**src/rtl/io_pwr_pkg.sv**
```systemverilog
// io_pwr_pkg: state encoding, pad-control bundle and default timing for the IO power sequencer
package io_pwr_pkg;
  typedef enum logic [3:0] {
    OFF, WAIT_PG, DEBOUNCE, RET_REL, RX_EN, DRV_EN, ON, SHUT_DRV, SHUT_RX, FAULT
  } pwr_state_e;
  typedef struct packed {
    logic ret;
    logic rx_en;
    logic drv_en;
    logic ready;
    logic fault;
  } pad_ctrl_t;
  localparam int DEF_SYNC_STAGES = 2;
  localparam int DEF_DEB_CYCLES = 64;
  localparam int DEF_SETTLE_CYCLES = 16;
  localparam int DEF_TIMEOUT_CYCLES = 4096;
  localparam int DEF_CNT_W = 13;
  function automatic pad_ctrl_t decode(pwr_state_e s);
    pad_ctrl_t p;
    p.ret = s inside {OFF, WAIT_PG, DEBOUNCE, FAULT};
    p.rx_en = s inside {RX_EN, DRV_EN, ON, SHUT_DRV};
    p.drv_en = s inside {DRV_EN, ON};
    p.ready = s == ON;
    p.fault = s == FAULT;
    return p;
  endfunction
endpackage

```
**src/rtl/io_pwr_seq_ctrl_if.sv**
```systemverilog
// io_pwr_seq_ctrl_if: PMU request/status and IO pad ring control nets of the power sequencer
interface io_pwr_seq_ctrl_if;
  logic pg_async;
  logic req_on;
  logic clr_fault;
  logic io_ret;
  logic io_rx_en;
  logic io_drv_en;
  logic io_ready;
  logic fault;
  logic [3:0] state_o;
  modport master (
    input pg_async, req_on, clr_fault,
    output io_ret, io_rx_en, io_drv_en, io_ready, fault, state_o
  );
  modport slave (
    output pg_async, req_on, clr_fault,
    input io_ret, io_rx_en, io_drv_en, io_ready, fault, state_o
  );
endinterface

```
**src/rtl/io_pwr_sync.sv**
```systemverilog
// io_pwr_sync: multi-flop synchroniser with synchronous active-low reset
module io_pwr_sync #(
  parameter int STAGES = 2
) (
  input  logic clk,
  input  logic rst_n,
  input  logic d_i,
  output logic q_o
);
  logic [STAGES-1:0] sync_q;
  always_ff @(posedge clk)
    sync_q <= !rst_n ? '0 : {sync_q[STAGES-2:0], d_i};
  assign q_o = sync_q[STAGES-1];
endmodule

```
**src/rtl/io_pwr_seq_ctrl.sv**
```systemverilog
// io_pwr_seq_ctrl: debounces IO power-good and sequences pad retention, receiver and driver enables
module io_pwr_seq_ctrl
  import io_pwr_pkg::*;
#(
  parameter int SYNC_STAGES = DEF_SYNC_STAGES,
  parameter int DEB_CYCLES = DEF_DEB_CYCLES,
  parameter int SETTLE_CYCLES = DEF_SETTLE_CYCLES,
  parameter int TIMEOUT_CYCLES = DEF_TIMEOUT_CYCLES,
  parameter int CNT_W = DEF_CNT_W
) (
  input logic clk,
  input logic rst_n,
  io_pwr_seq_ctrl_if.master pwr
);
  localparam logic [CNT_W-1:0] TMO_LD = CNT_W'(TIMEOUT_CYCLES - 1);
  localparam logic [CNT_W-1:0] DEB_LD = CNT_W'(DEB_CYCLES - 1);
  localparam logic [CNT_W-1:0] SET_LD = CNT_W'(SETTLE_CYCLES - 1);
  logic pg_s;
  logic expired;
  logic up;
  pwr_state_e state_q, state_d;
  logic [CNT_W-1:0] cnt_q, cnt_d;
  pad_ctrl_t pad_q, pad_d;
  io_pwr_sync #(.STAGES(SYNC_STAGES)) u_sync (
    .clk(clk),
    .rst_n(rst_n),
    .d_i(pwr.pg_async),
    .q_o(pg_s)
  );
  function automatic logic [CNT_W-1:0] reload(pwr_state_e s);
    return s == WAIT_PG ? TMO_LD :
           s == DEBOUNCE ? DEB_LD :
           s inside {RET_REL, RX_EN, DRV_EN, SHUT_DRV, SHUT_RX} ? SET_LD : '0;
  endfunction
  assign expired = cnt_q == '0;
  assign up = state_q inside {RET_REL, RX_EN, DRV_EN, ON, SHUT_DRV, SHUT_RX};
  always_comb begin
    state_d = state_q;
    if (up && !pg_s) state_d = FAULT;
    else
      case (state_q)
        OFF:      state_d = pwr.req_on ? WAIT_PG : OFF;
        WAIT_PG:  state_d = !pwr.req_on ? OFF : pg_s ? DEBOUNCE : expired ? FAULT : WAIT_PG;
        DEBOUNCE: state_d = !pg_s ? WAIT_PG : !pwr.req_on ? OFF : expired ? RET_REL : DEBOUNCE;
        RET_REL:  state_d = !pwr.req_on ? SHUT_DRV : expired ? RX_EN : RET_REL;
        RX_EN:    state_d = !pwr.req_on ? SHUT_DRV : expired ? DRV_EN : RX_EN;
        DRV_EN:   state_d = !pwr.req_on ? SHUT_DRV : expired ? ON : DRV_EN;
        ON:       state_d = pwr.req_on ? ON : SHUT_DRV;
        SHUT_DRV: state_d = expired ? SHUT_RX : SHUT_DRV;
        SHUT_RX:  state_d = expired ? OFF : SHUT_RX;
        FAULT:    state_d = pwr.clr_fault ? OFF : FAULT;
        default:  state_d = OFF;
      endcase
    // every state entry reloads; otherwise count down and park at zero
    cnt_d = state_d != state_q ? reload(state_d) : expired ? '0 : cnt_q - 1'b1;
    pad_d = decode(state_d);
  end
  always_ff @(posedge clk)
    if (!rst_n) begin
      state_q <= OFF;
      cnt_q <= '0;
      pad_q <= decode(OFF);
    end else begin
      state_q <= state_d;
      cnt_q <= cnt_d;
      pad_q <= pad_d;
    end
  assign pwr.io_ret = pad_q.ret;
  assign pwr.io_rx_en = pad_q.rx_en;
  assign pwr.io_drv_en = pad_q.drv_en;
  assign pwr.io_ready = pad_q.ready;
  assign pwr.fault = pad_q.fault;
  assign pwr.state_o = state_q;
endmodule

```
**src/flat_wrapper.sv**
```systemverilog
// flat-port wrapper written by rule: the top's interface ports become plain ports
module io_pwr_seq_ctrl_flat import io_pwr_pkg::*;
#(
  parameter int SYNC_STAGES = DEF_SYNC_STAGES,
  parameter int DEB_CYCLES = DEF_DEB_CYCLES,
  parameter int SETTLE_CYCLES = DEF_SETTLE_CYCLES,
  parameter int TIMEOUT_CYCLES = DEF_TIMEOUT_CYCLES,
  parameter int CNT_W = DEF_CNT_W
)
  (clk, rst_n, pwr_pg_async, pwr_req_on, pwr_clr_fault, pwr_io_ret, pwr_io_rx_en, pwr_io_drv_en, pwr_io_ready, pwr_fault, pwr_state_o);
  io_pwr_seq_ctrl_if pwr_i ();
  input logic clk;
  input logic rst_n;
  input wire logic [$bits(pwr_i.pg_async)-1:0] pwr_pg_async;
  input wire logic [$bits(pwr_i.req_on)-1:0] pwr_req_on;
  input wire logic [$bits(pwr_i.clr_fault)-1:0] pwr_clr_fault;
  output wire logic [$bits(pwr_i.io_ret)-1:0] pwr_io_ret;
  output wire logic [$bits(pwr_i.io_rx_en)-1:0] pwr_io_rx_en;
  output wire logic [$bits(pwr_i.io_drv_en)-1:0] pwr_io_drv_en;
  output wire logic [$bits(pwr_i.io_ready)-1:0] pwr_io_ready;
  output wire logic [$bits(pwr_i.fault)-1:0] pwr_fault;
  output wire logic [$bits(pwr_i.state_o)-1:0] pwr_state_o;
  assign pwr_i.pg_async = pwr_pg_async;
  assign pwr_i.req_on = pwr_req_on;
  assign pwr_i.clr_fault = pwr_clr_fault;
  assign pwr_io_ret = pwr_i.io_ret;
  assign pwr_io_rx_en = pwr_i.io_rx_en;
  assign pwr_io_drv_en = pwr_i.io_drv_en;
  assign pwr_io_ready = pwr_i.io_ready;
  assign pwr_fault = pwr_i.fault;
  assign pwr_state_o = pwr_i.state_o;
  io_pwr_seq_ctrl #(.SYNC_STAGES(SYNC_STAGES), .DEB_CYCLES(DEB_CYCLES), .SETTLE_CYCLES(SETTLE_CYCLES), .TIMEOUT_CYCLES(TIMEOUT_CYCLES), .CNT_W(CNT_W)) u_core (.clk(clk), .rst_n(rst_n), .pwr(pwr_i));
endmodule
```
**config.mk**
```make
export PLATFORM = sky130hd
export DESIGN_NAME = io_pwr_seq_ctrl_flat
export DESIGN_NICKNAME = d
export VERILOG_FILES = /design/src/rtl/io_pwr_pkg.sv /design/src/rtl/io_pwr_seq_ctrl_if.sv /design/src/rtl/io_pwr_sync.sv /design/src/rtl/io_pwr_seq_ctrl.sv /design/src/flat_wrapper.sv
export SDC_FILE = /design/constraint.sdc
export NUM_CORES = 1
export LEC_CHECK = 0
export CORE_ASPECT_RATIO = 1.1
export CORE_MARGIN = 2
export CORE_UTILIZATION = 60
export DETAILED_ROUTE_END_ITERATION = 8
export PLACE_DENSITY = 0.82
export SYNTH_ARGS = -nofsm -noshare
export SYNTH_HDL_FRONTEND = slang
export SYNTH_SLANG_ARGS = --single-unit
```
**constraint.sdc**
```tcl
create_clock -name clk -period 4.85 [get_ports clk]
set_input_delay 0.97 -clock clk [delete_from_list [all_inputs] [get_ports clk]]
set_output_delay 0.97 -clock clk [all_outputs]
set_load 0.03 [all_outputs]
```
### Yosys cells after proc, flatten, opt, wreduce, memory -nomap -nowiden

Cells that the tools add are included.
W data, S select, Z words.

* flip-flop bits (word level): 24
* input port bits: 5
* output and inout bits: 9
* logic and storage cells: 62

* $add $sub $neg: 1
* eq/ne operators: 19
* muxes and demuxes: 24
* reduce and logical (&&, ||, !) cells: 10

Operators by type and width (number)
* $mux W13: 4
* $mux W4: 13
* $pmux W4 S10: 1
* $eq A4 B3 Y1 const B: 8
* $eq A4 B2 Y1 const B: 4
* $eq A4 B4 Y1 const B: 4
* $logic_not A13 Y1: 1
* $sub A13 B1 Y13 const B: 1
* $eq A4 B1 Y1 const B: 2
* $logic_not A4 Y1: 2
* $reduce_bool A4 Y1: 2
* $reduce_bool A6 Y1: 1
* $reduce_bool A5 Y1: 1
* $mux W1: 4
* $ne A4 B4 Y1: 1
* $mux W3: 1
* $mux W2: 1
* $reduce_bool A2 Y1: 1
* $logic_and A1 B1 Y1: 1
* $logic_not A1 Y1: 1

### Logic depth before layout (Yosys ltp)

Gate-level depths: netlist (run 1).

* depth after elaboration: 12
* gate-level depth with buffers: 11
* depth with buffers taken out: 9

### Hierarchy

Synthesis (run 1) repeated with hierarchy kept, for this count alone.

* cells, all modules: 178
* area, all modules: 1495.2 um^2

Modules (own cells, without submodules)
* io_pwr_seq_ctrl: times used 1, cells each 174, area each 1442.6 um^2, sequential area each 440.4 um^2
* io_pwr_sync: times used 1, cells each 4, area each 52.6 um^2, sequential area each 40.0 um^2

### Least setup slack after synthesis (run 1)

Ideal clock, no wire load.

* path type: input port to flip-flop
* start point: in pwr_req_on
* end point: reg u_core.cnt_q[11]
* library setup time: 0.131 ns
* arrival time: 2.753 ns
* data required time: 4.719 ns
* slack: 1.966 ns
* stages on the path: 8
* path buffers: 1
* cells stage by stage: or4b_2 > a211o_1 > o211ai_1 > mux2_2 > a311oi_1 > o211ai_1 > buf_2 > o22ai_1

* cells in the longest elaborated chain, start to end: 7
* elaborated cells between the ends (all ways): 14
* classes of those cells: eq/ne: 2; mux: 12

RTL lines
* start, declared: RTL line flat_wrapper.sv:15 `input wire logic [$bits(pwr_i.req_on)-1:0] pwr_req_on;`
* $mux W4 (2 in a row): RTL line io_pwr_seq_ctrl.sv:44 `DEBOUNCE: state_d = !pg_s ? WAIT_PG : !pwr.req_on ? OFF : expired ? RET_REL : DEBOUNCE;`
* $pmux W4 S10 (*): RTL line io_pwr_seq_ctrl.sv:41 `case (state_q)`
* $mux W4 (*): RTL line io_pwr_seq_ctrl.sv:39 `if (up && !pg_s) state_d = FAULT;`
* $eq A4 B1 Y1: RTL line io_pwr_seq_ctrl.sv:31 `return s == WAIT_PG ? TMO_LD :`
* $mux W13: RTL line io_pwr_seq_ctrl.sv:31
* $mux W13 (*): RTL line io_pwr_seq_ctrl.sv:55 `cnt_d = state_d != state_q ? reload(state_d) : expired ? '0 : cnt_q - 1'b1;`
* end signal, assigned: RTL line io_pwr_seq_ctrl.sv:65 `cnt_q <= cnt_d;`
* end, declared: RTL line io_pwr_seq_ctrl.sv:22 `logic [CNT_W-1:0] cnt_q, cnt_d;`

Every way passes the cells marked *; elsewhere a longest branch is shown, timed or not.
A chain may end at the register's enable or synchronous reset.

### Worst setup path in the final report (run 1)

Ends and elaborated chain as after synthesis.

==> flow_metrics.py, run 1 <==
metrics = {
    "cells_and_area": {
        "area_delta_synth_final_pct": 9.88,
        "multiInputGateArea_um2": 1030,
        "mostFrequentLayoutCells": "24 x dfxtp_1, 13 x nor2_1, 13 x o22ai_1, 13 x clkdlybuf4s50_1",
        "n_antenna_cell": 0,
        "final.fill_count": 197,
        "fin_util_pct": 70.1,
        "final_common_cell": "dfxtp_1",
        "drive_above_1_share_pct": 8.76,
        "regArea_um2": 480,
        "fin_nets": 202,
    },
    "synthesis": {
        "synth_edf_count": 0,
        "synth_flop_cell": "dfxtp_1",
        "ys_seq_area_share_pct": 29.9,
        "synth_mux_area_share_pct": 1.95,
        "synth_area_leaders": "dfxtp_1 30%, o22ai_1 5.1%, xnor2_1 3.8%",
        "synth_fa_ha_area_share_pct": 1.56,
        "synth-seq-cells": 24,
        "yosysWarnings": 0,
        "syn_area_um2": 1610,
        "syn_inst": 191,
        "async_flop_share_pct": 0,
        "yosysTopAreaCellShare_pct": 29.9,
        "syn_avg_cell_area_um2": 8.42,
        "synth-compound-area-share_pct": 27.3,
        "syn-num-nets": 198,
        "yosysTopAreaCell": "dfxtp_1",
        "synth_top_family_by_area": "simple AND/OR/NAND/NOR gates",
        "synthSimpleGateAreaFrac_pct": 27.3,
        "synthXorXnorAreaFrac_pct": 5.99,
        "synth_cell_types": 58,
    },
    "worst_setup_path": {
        "critPathArrivalTime_ps": 3800,
        "path_buf_inv": 1,
        "crit_path_start_kind": "primary input",
        "critPathKind": "in -> reg",
        "critPathCaptureType": "flip-flop",
        "critPathSlowestCell": "o211ai_1",
        "cp.depth": 8,
        "critPathRequiredTime_ps": 5010,
        "path_cells": "clkdlybuf4s50_1 -> or3b_1 -> o21a_1 -> o32ai_1 -> or3_4 -> nor3_1 -> o211ai_1 -> o22ai_1",
        "critPathTopFamily": "compound AO/OA/AOI/OAI gates",
        "r2r-start": "u_core.cnt_q[4]",
        "max_stage_delay_ps": 810,
        "rr_worst_depth": 7,
        "cp-startpoint": "pwr_req_on",
        "critical_path.max_fanout": 13,
    },
    "placement": {
        "hpwl_mm": 2.60,
        "io_buffers": 13,
        "gp_congestion": 0.948,
    },
    "global_route": {
        "grt_pass1_vias": 1345,
        "grt_pass1_wl_mm": 6.08,
        "grt_start_max_net_pins": 23,
        "grt_usage_pct": 25.6,
        "grt-ovfl-total": 0,
        "antenna_found_initial": 0,
    },
    "cts": {
        "insertion_delay_ps": 310,
        "root_buffer": "clkbuf_4",
        "htreeDepth": 1,
        "cts_buffer_depth": 2,
        "cts_tree": "built",
        "cts_hold_buf": 0,
        "cts-buffers-inserted": 3,
        "cts.clk_slew.worst_paths_ps": 130,
        "cts_setup_buffers": 0,
        "clock_sinks": 24,
        "cts_resized": 0,
    },
    "timing": {
        "min_period_ps": 3640,
        "rsz0062_at_grt": "false",
        "max_slew_margin_pct": 34.0,
        "setup_tns_ps": 0,
        "fin_skew_ps": 5.47,
        "max_slew.worst_pin.slew_ps": 985,
        "hold_viol": 0,
        "final-setup-viol-count": 0,
        "slew_violations": 0,
        "clock.fmax_mhz": 275,
        "min_period_over_period_pct": 75.1,
    },
    "die": {
        "die_area_um2": 3110,
        "fp.dieW_um": 53.4,
        "rows": 19,
        "core-area_um2": 2520,
        "die_h_um": 58.3,
        "io_pins": 14,
        "initial_utilization_pct": 63.8,
    },
    "detailed_routing": {
        "drc": 0,
        "ant_nets": 0,
        "wl_per_cell_um": 16.2,
        "avgViaCountPerCell": 6.68,
        "vias": 1504,
        "wl_mm": 3.64,
        "first_iter_violations": 60,
        "drt-pass1-iter-count": 4,
    },
    "min_path": {
        "hold_path.startpoint": "u_core.u_sync.sync_q[0]",
        "hold_depth": 1,
        "hp-class": "reg -> reg",
    },
    "power": {
        "p_leak_nw": 0.635,
        "powerDensity_nw_per_um2": 557,
        "vdd_drop_max_mv": 0.820,
    },
    "run": {
        "drv_cap": 0,
    },
    "outcome": {
        "status": "finished, final reports clean",
    },
}
area by class of cell:
| cell class | instances | share of cell area (%) |
|---|---|---|
| multi-input combinational | 144 | 58.4 |
| sequential | 24 | 27.2 |
| timing repair buffer | 13 | 7.37 |
| clock inverter | 1 | 1.70 |
| tap | 31 | 2.20 |
| inverter | 9 | 1.91 |
| clock buffer | 3 | 1.27 |
logic make-up (layout without fill, tap and decap cells):
group,count (synthesis),count (layout)
compound gates,56,56
xor+xnor,11,11
fa+ha+maj,2,2
buf+inv,23,26
flops,24,24
mux,3,3
simple gates,72,72
state kept, by name (all words and copies together), names as in the netlist:
| signal | flops |
|---|---|
| u_core.cnt_q | 13 |
| u_core.pwr.fault | 1 |
| u_core.pwr.io_drv_en | 1 |
| u_core.pwr.io_ready | 1 |
| u_core.pwr.io_ret | 1 |
| u_core.pwr.io_rx_en | 1 |
| u_core.pwr.state_o | 4 |
| u_core.u_sync.sync_q | 2 |
power by group:
part | internal [W] | switching (W)
combinational | 0.000215 | 0.000310
sequential | 0.000250 | 0.0000685
clock | 0.0000836 | 0.0000578
total | 0.000548 | 0.000436
cell usage after synthesis, drive strengths merged (2+ instances only):
| cell type | count |
|---|---|
| a211oi | 4 |
| a21o | 3 |
| a21oi | 8 |
| a22oi | 2 |
| and2 | 3 |
| buf | 4 |
| clkbuf | 10 |
| dfxtp | 24 |
| ha | 2 |
| inv | 9 |
| mux2i | 2 |
| nand2 | 10 |
| nand2b | 4 |
| nand3 | 5 |
| nor2 | 13 |
| nor2b | 3 |
| nor3 | 12 |
| nor3b | 3 |
| nor4 | 6 |
| nor4b | 3 |
| o211ai | 3 |
| o21ai | 5 |
| o21bai | 2 |
| o22ai | 13 |
| o31ai | 3 |
| o32ai | 2 |
| or3 | 2 |
| or4 | 2 |
| or4b | 2 |
| xnor2 | 7 |
| xor2 | 4 |
through the flow:
step	instance area [um^2]	cells	hold slack [ps]	power, W	worst slack [ps]
global placement	1710	221	426	0.000813	1020
detailed placement	1710	221	433	0.000833	893
finish	1770	225	460	0.000984	1210
CTS	1770	225	467	0.000978	1220
global route	1770	225	472	0.00105	1010
floorplan	1610	191	412	0.000758	1970
worst paths after layout:
path / end / slack (ps)
setup / recovery: u_core.cnt_q[11] / 1210
hold / removal: u_core.u_sync.sync_q[1] / 460
setup reg to reg: u_core.cnt_q[11] / 1660
hold reg to reg: u_core.u_sync.sync_q[1] / 460
worst reg2reg max path, stage by stage, from the launching register on:
cell and delay [ps]:
dfxtp_1 380, or4_1 740, nor3_4 290, a211oi_2 140, nor3_2 380, a21oi_1 110, o211ai_1 810, o22ai_1 190
routing by layer:
metal	vias to the layer above	share of wire, %	routed length [um]	global-route usage, %
met3	10	4.1	149	5.58
met2	36	49	1800	43.4
met1	738	44	1620	32.1
met4	0	1.9	68	8.06
li1	720	-	-	-
met5	-	0	0	0
(Power assumes the default switching activity.)
==> run 2, diff against run 1 <==
CORE_UTILIZATION = 51   (was 60)
PLACE_DENSITY = 0.75   (was 0.82)
clock period = 3 ns   (was 4.85 ns; I/O delays follow)
==> run 2 against run 1 <==
Net effect:
- die area rose by 16%
- power rose by 67%
- design area rose by 7.2%
- first-iteration DRC count rose by 50%
- register-to-register slack got worse by 1500 ps
- via count rose by 3.2%
- final cell count rose by 7.1%
- clock skew fell by 3.1 ps
- setup slack got worse by 1100 ps
- highest routed layer unchanged
==> flow_metrics.py, run 2 (synthesis results as in run 1) <==
metrics = {
    "global_route": {
        "grt-ovfl-total": 0,
        "grt_start_max_net_pins": 17,
        "antenna_found_initial": 0,
        "grt_usage_pct": 22.5,
        "grt_pass1_vias": 1422,
        "grt_pass1_wl_mm": 6.59,
    },
    "worst_setup_path": {
        "critPathRequiredTime_ps": 3240,
        "crit_path_start_kind": "primary input",
        "critPathArrivalTime_ps": 3140,
        "critical_path.max_fanout": 8,
        "critPathKind": "in -> reg",
        "critPathCaptureType": "flip-flop",
    },
    "detailed_routing": {
        "ant_nets": 0,
        "avgViaCountPerCell": 6.44,
        "drc": 0,
        "wl_mm": 3.88,
        "drt-pass1-iter-count": 4,
        "vias": 1552,
        "wl_per_cell_um": 16.1,
        "first_iter_violations": 90,
    },
    "timing": {
        "slew_violations": 0,
        "final-setup-viol-count": 0,
        "min_period_ps": 2900,
        "max_slew_margin_pct": 45.4,
        "clock.fmax_mhz": 345,
        "rsz0062_at_grt": "false",
        "max_slew.worst_pin.slew_ps": 807,
        "min_period_over_period_pct": 96.8,
        "fin_skew_ps": 2.37,
        "hold_viol": 0,
    },
    "cells_and_area": {
        "max_flop_register": "u_core.cnt_q",
        "drive_above_1_share_pct": 16.9,
        "largest_reg_flops": 13,
        "final_common_cell": "dfxtp_1",
        "fin_nets": 215,
        "n_antenna_cell": 0,
        "stdcell_count": 241,
        "stdcell_area_um2": 1890,
        "mostFrequentLayoutCells": "24 x dfxtp_1, 13 x nor2_1, 13 x o22ai_1, 13 x clkdlybuf4s50_1, 12 x buf_4",
        "area_delta_synth_final_pct": 17.8,
    },
    "die": {
        "die_h_um": 62.9,
        "io_pins": 14,
        "fp.dieW_um": 57.5,
        "rows": 21,
        "core-area_um2": 3020,
        "die_area_um2": 3620,
        "initial_utilization_pct": 53.2,
    },
    "placement": {
        "hpwl_mm": 2.91,
        "place_inst": 236,
        "place_area_um2": 1820,
        "gp_congestion": 0.949,
        "io_buffers": 13,
    },
    "power": {
        "vdd_drop_max_mv": 0.692,
        "p_leak_nw": 0.700,
        "powerDensity_nw_per_um2": 869,
    },
    "cts": {
        "cts-buffers-inserted": 3,
        "cts_tree": "built",
        "htreeDepth": 1,
        "cts.clk_slew.worst_paths_ps": 120,
        "clock_sinks": 24,
        "cts_buffer_depth": 2,
        "root_buffer": "clkbuf_4",
        "insertion_delay_ps": 310,
    },
    "outcome": {
        "status": "finished, final reports clean",
    },
    "min_path": {
        "hp-class": "reg -> reg",
    },
    "run": {
        "drv_cap": 0,
    },
}
[run 2: changes by cell type in the layout (fill, tap and decap cells not counted), sizes merged]
| cell | previous run | this run |
|---|---|---|
| bufinv | 1 | 0 |
| buf | 0 | 13 |
| clkbuf | 3 | 4 |
[run 2: what timing repair did]
item	CTS	global route
setup endpoints to repair	0	12
resized for setup	0	6
hold buffers	0	0
endpoints found under the hold margin	0	0
setup buffers	0	1
[run 2: path summary, 6_finish.rpt]
check	startpoint	to	slack, ps	cells after the start
min	u_core.u_sync.sync_q[0]	u_core.u_sync.sync_q[1]	450	1
min reg2reg	u_core.u_sync.sync_q[0]	u_core.u_sync.sync_q[1]	450	1
max reg2reg	u_core.cnt_q[10]	u_core.cnt_q[7]	170	8
max	pwr_req_on	u_core.cnt_q[7]	100	9
[run 2: stage by stage]
| stage | setup slack, ps | util (%) | setup TNS, ps | total power (W) | hold WS, ps |
|---|---|---|---|---|---|
| after global placement | -46.3 | 60.2 | -465 | 0.00139 | 428 |
| after CTS | 48.7 | 61.4 | 0 | 0.00160 | 453 |
| final | 97.2 | 62.7 | 0 | 0.00165 | 451 |
| after global routing | 59.3 | 62.7 | 0 | 0.00178 | 465 |
| after detailed placement | -183 | 60.2 | -1450 | 0.00143 | 420 |
| after floorplan | 411 | - | 0 | 0.00122 | 412 |
[run 2: worst max-delay path, stage by stage]
cell	delay (ps)
clkdlybuf4s50_1	480
or4b_2	600
a211o_1	300
o211ai_1	270
mux2_2	240
a31o_1	190
o311ai_4	110
buf_4	190
o22ai_1	160
[run 2: area by class of cell]
| class | instances | area (um^2) |
|---|---|---|
| inverter | 9 | 33.8 |
| fill | 269 | 1130 |
| clock buffer | 4 | 36.3 |
| timing repair buffer | 26 | 240 |
| multi-input combinational | 144 | 1060 |
| tap | 34 | 42.5 |
| sequential | 24 | 480 |
[run 2: routing by layer]
metal,GRT usage (%),share of wire (%)
met3,4.14,4.5
met1,28.9,43
met5,0,0
met2,38.6,51
met4,4.94,0.80
[run 2: power by group]
group	switching, W	leakage (nW)	internal, W	total, W
Combinational	0.000545	0.482	0.000434	0.000979
Sequential	0.0000966	0.197	0.000404	0.000501
Clock	0.0000924	0.0210	0.0000742	0.000167
==> run 3, diff against run 2 <==
SLEW_MARGIN = 0   (was unset)
==> results of run 3 <==
The final DEF is identical to that of run 2; final timing and power are the same.
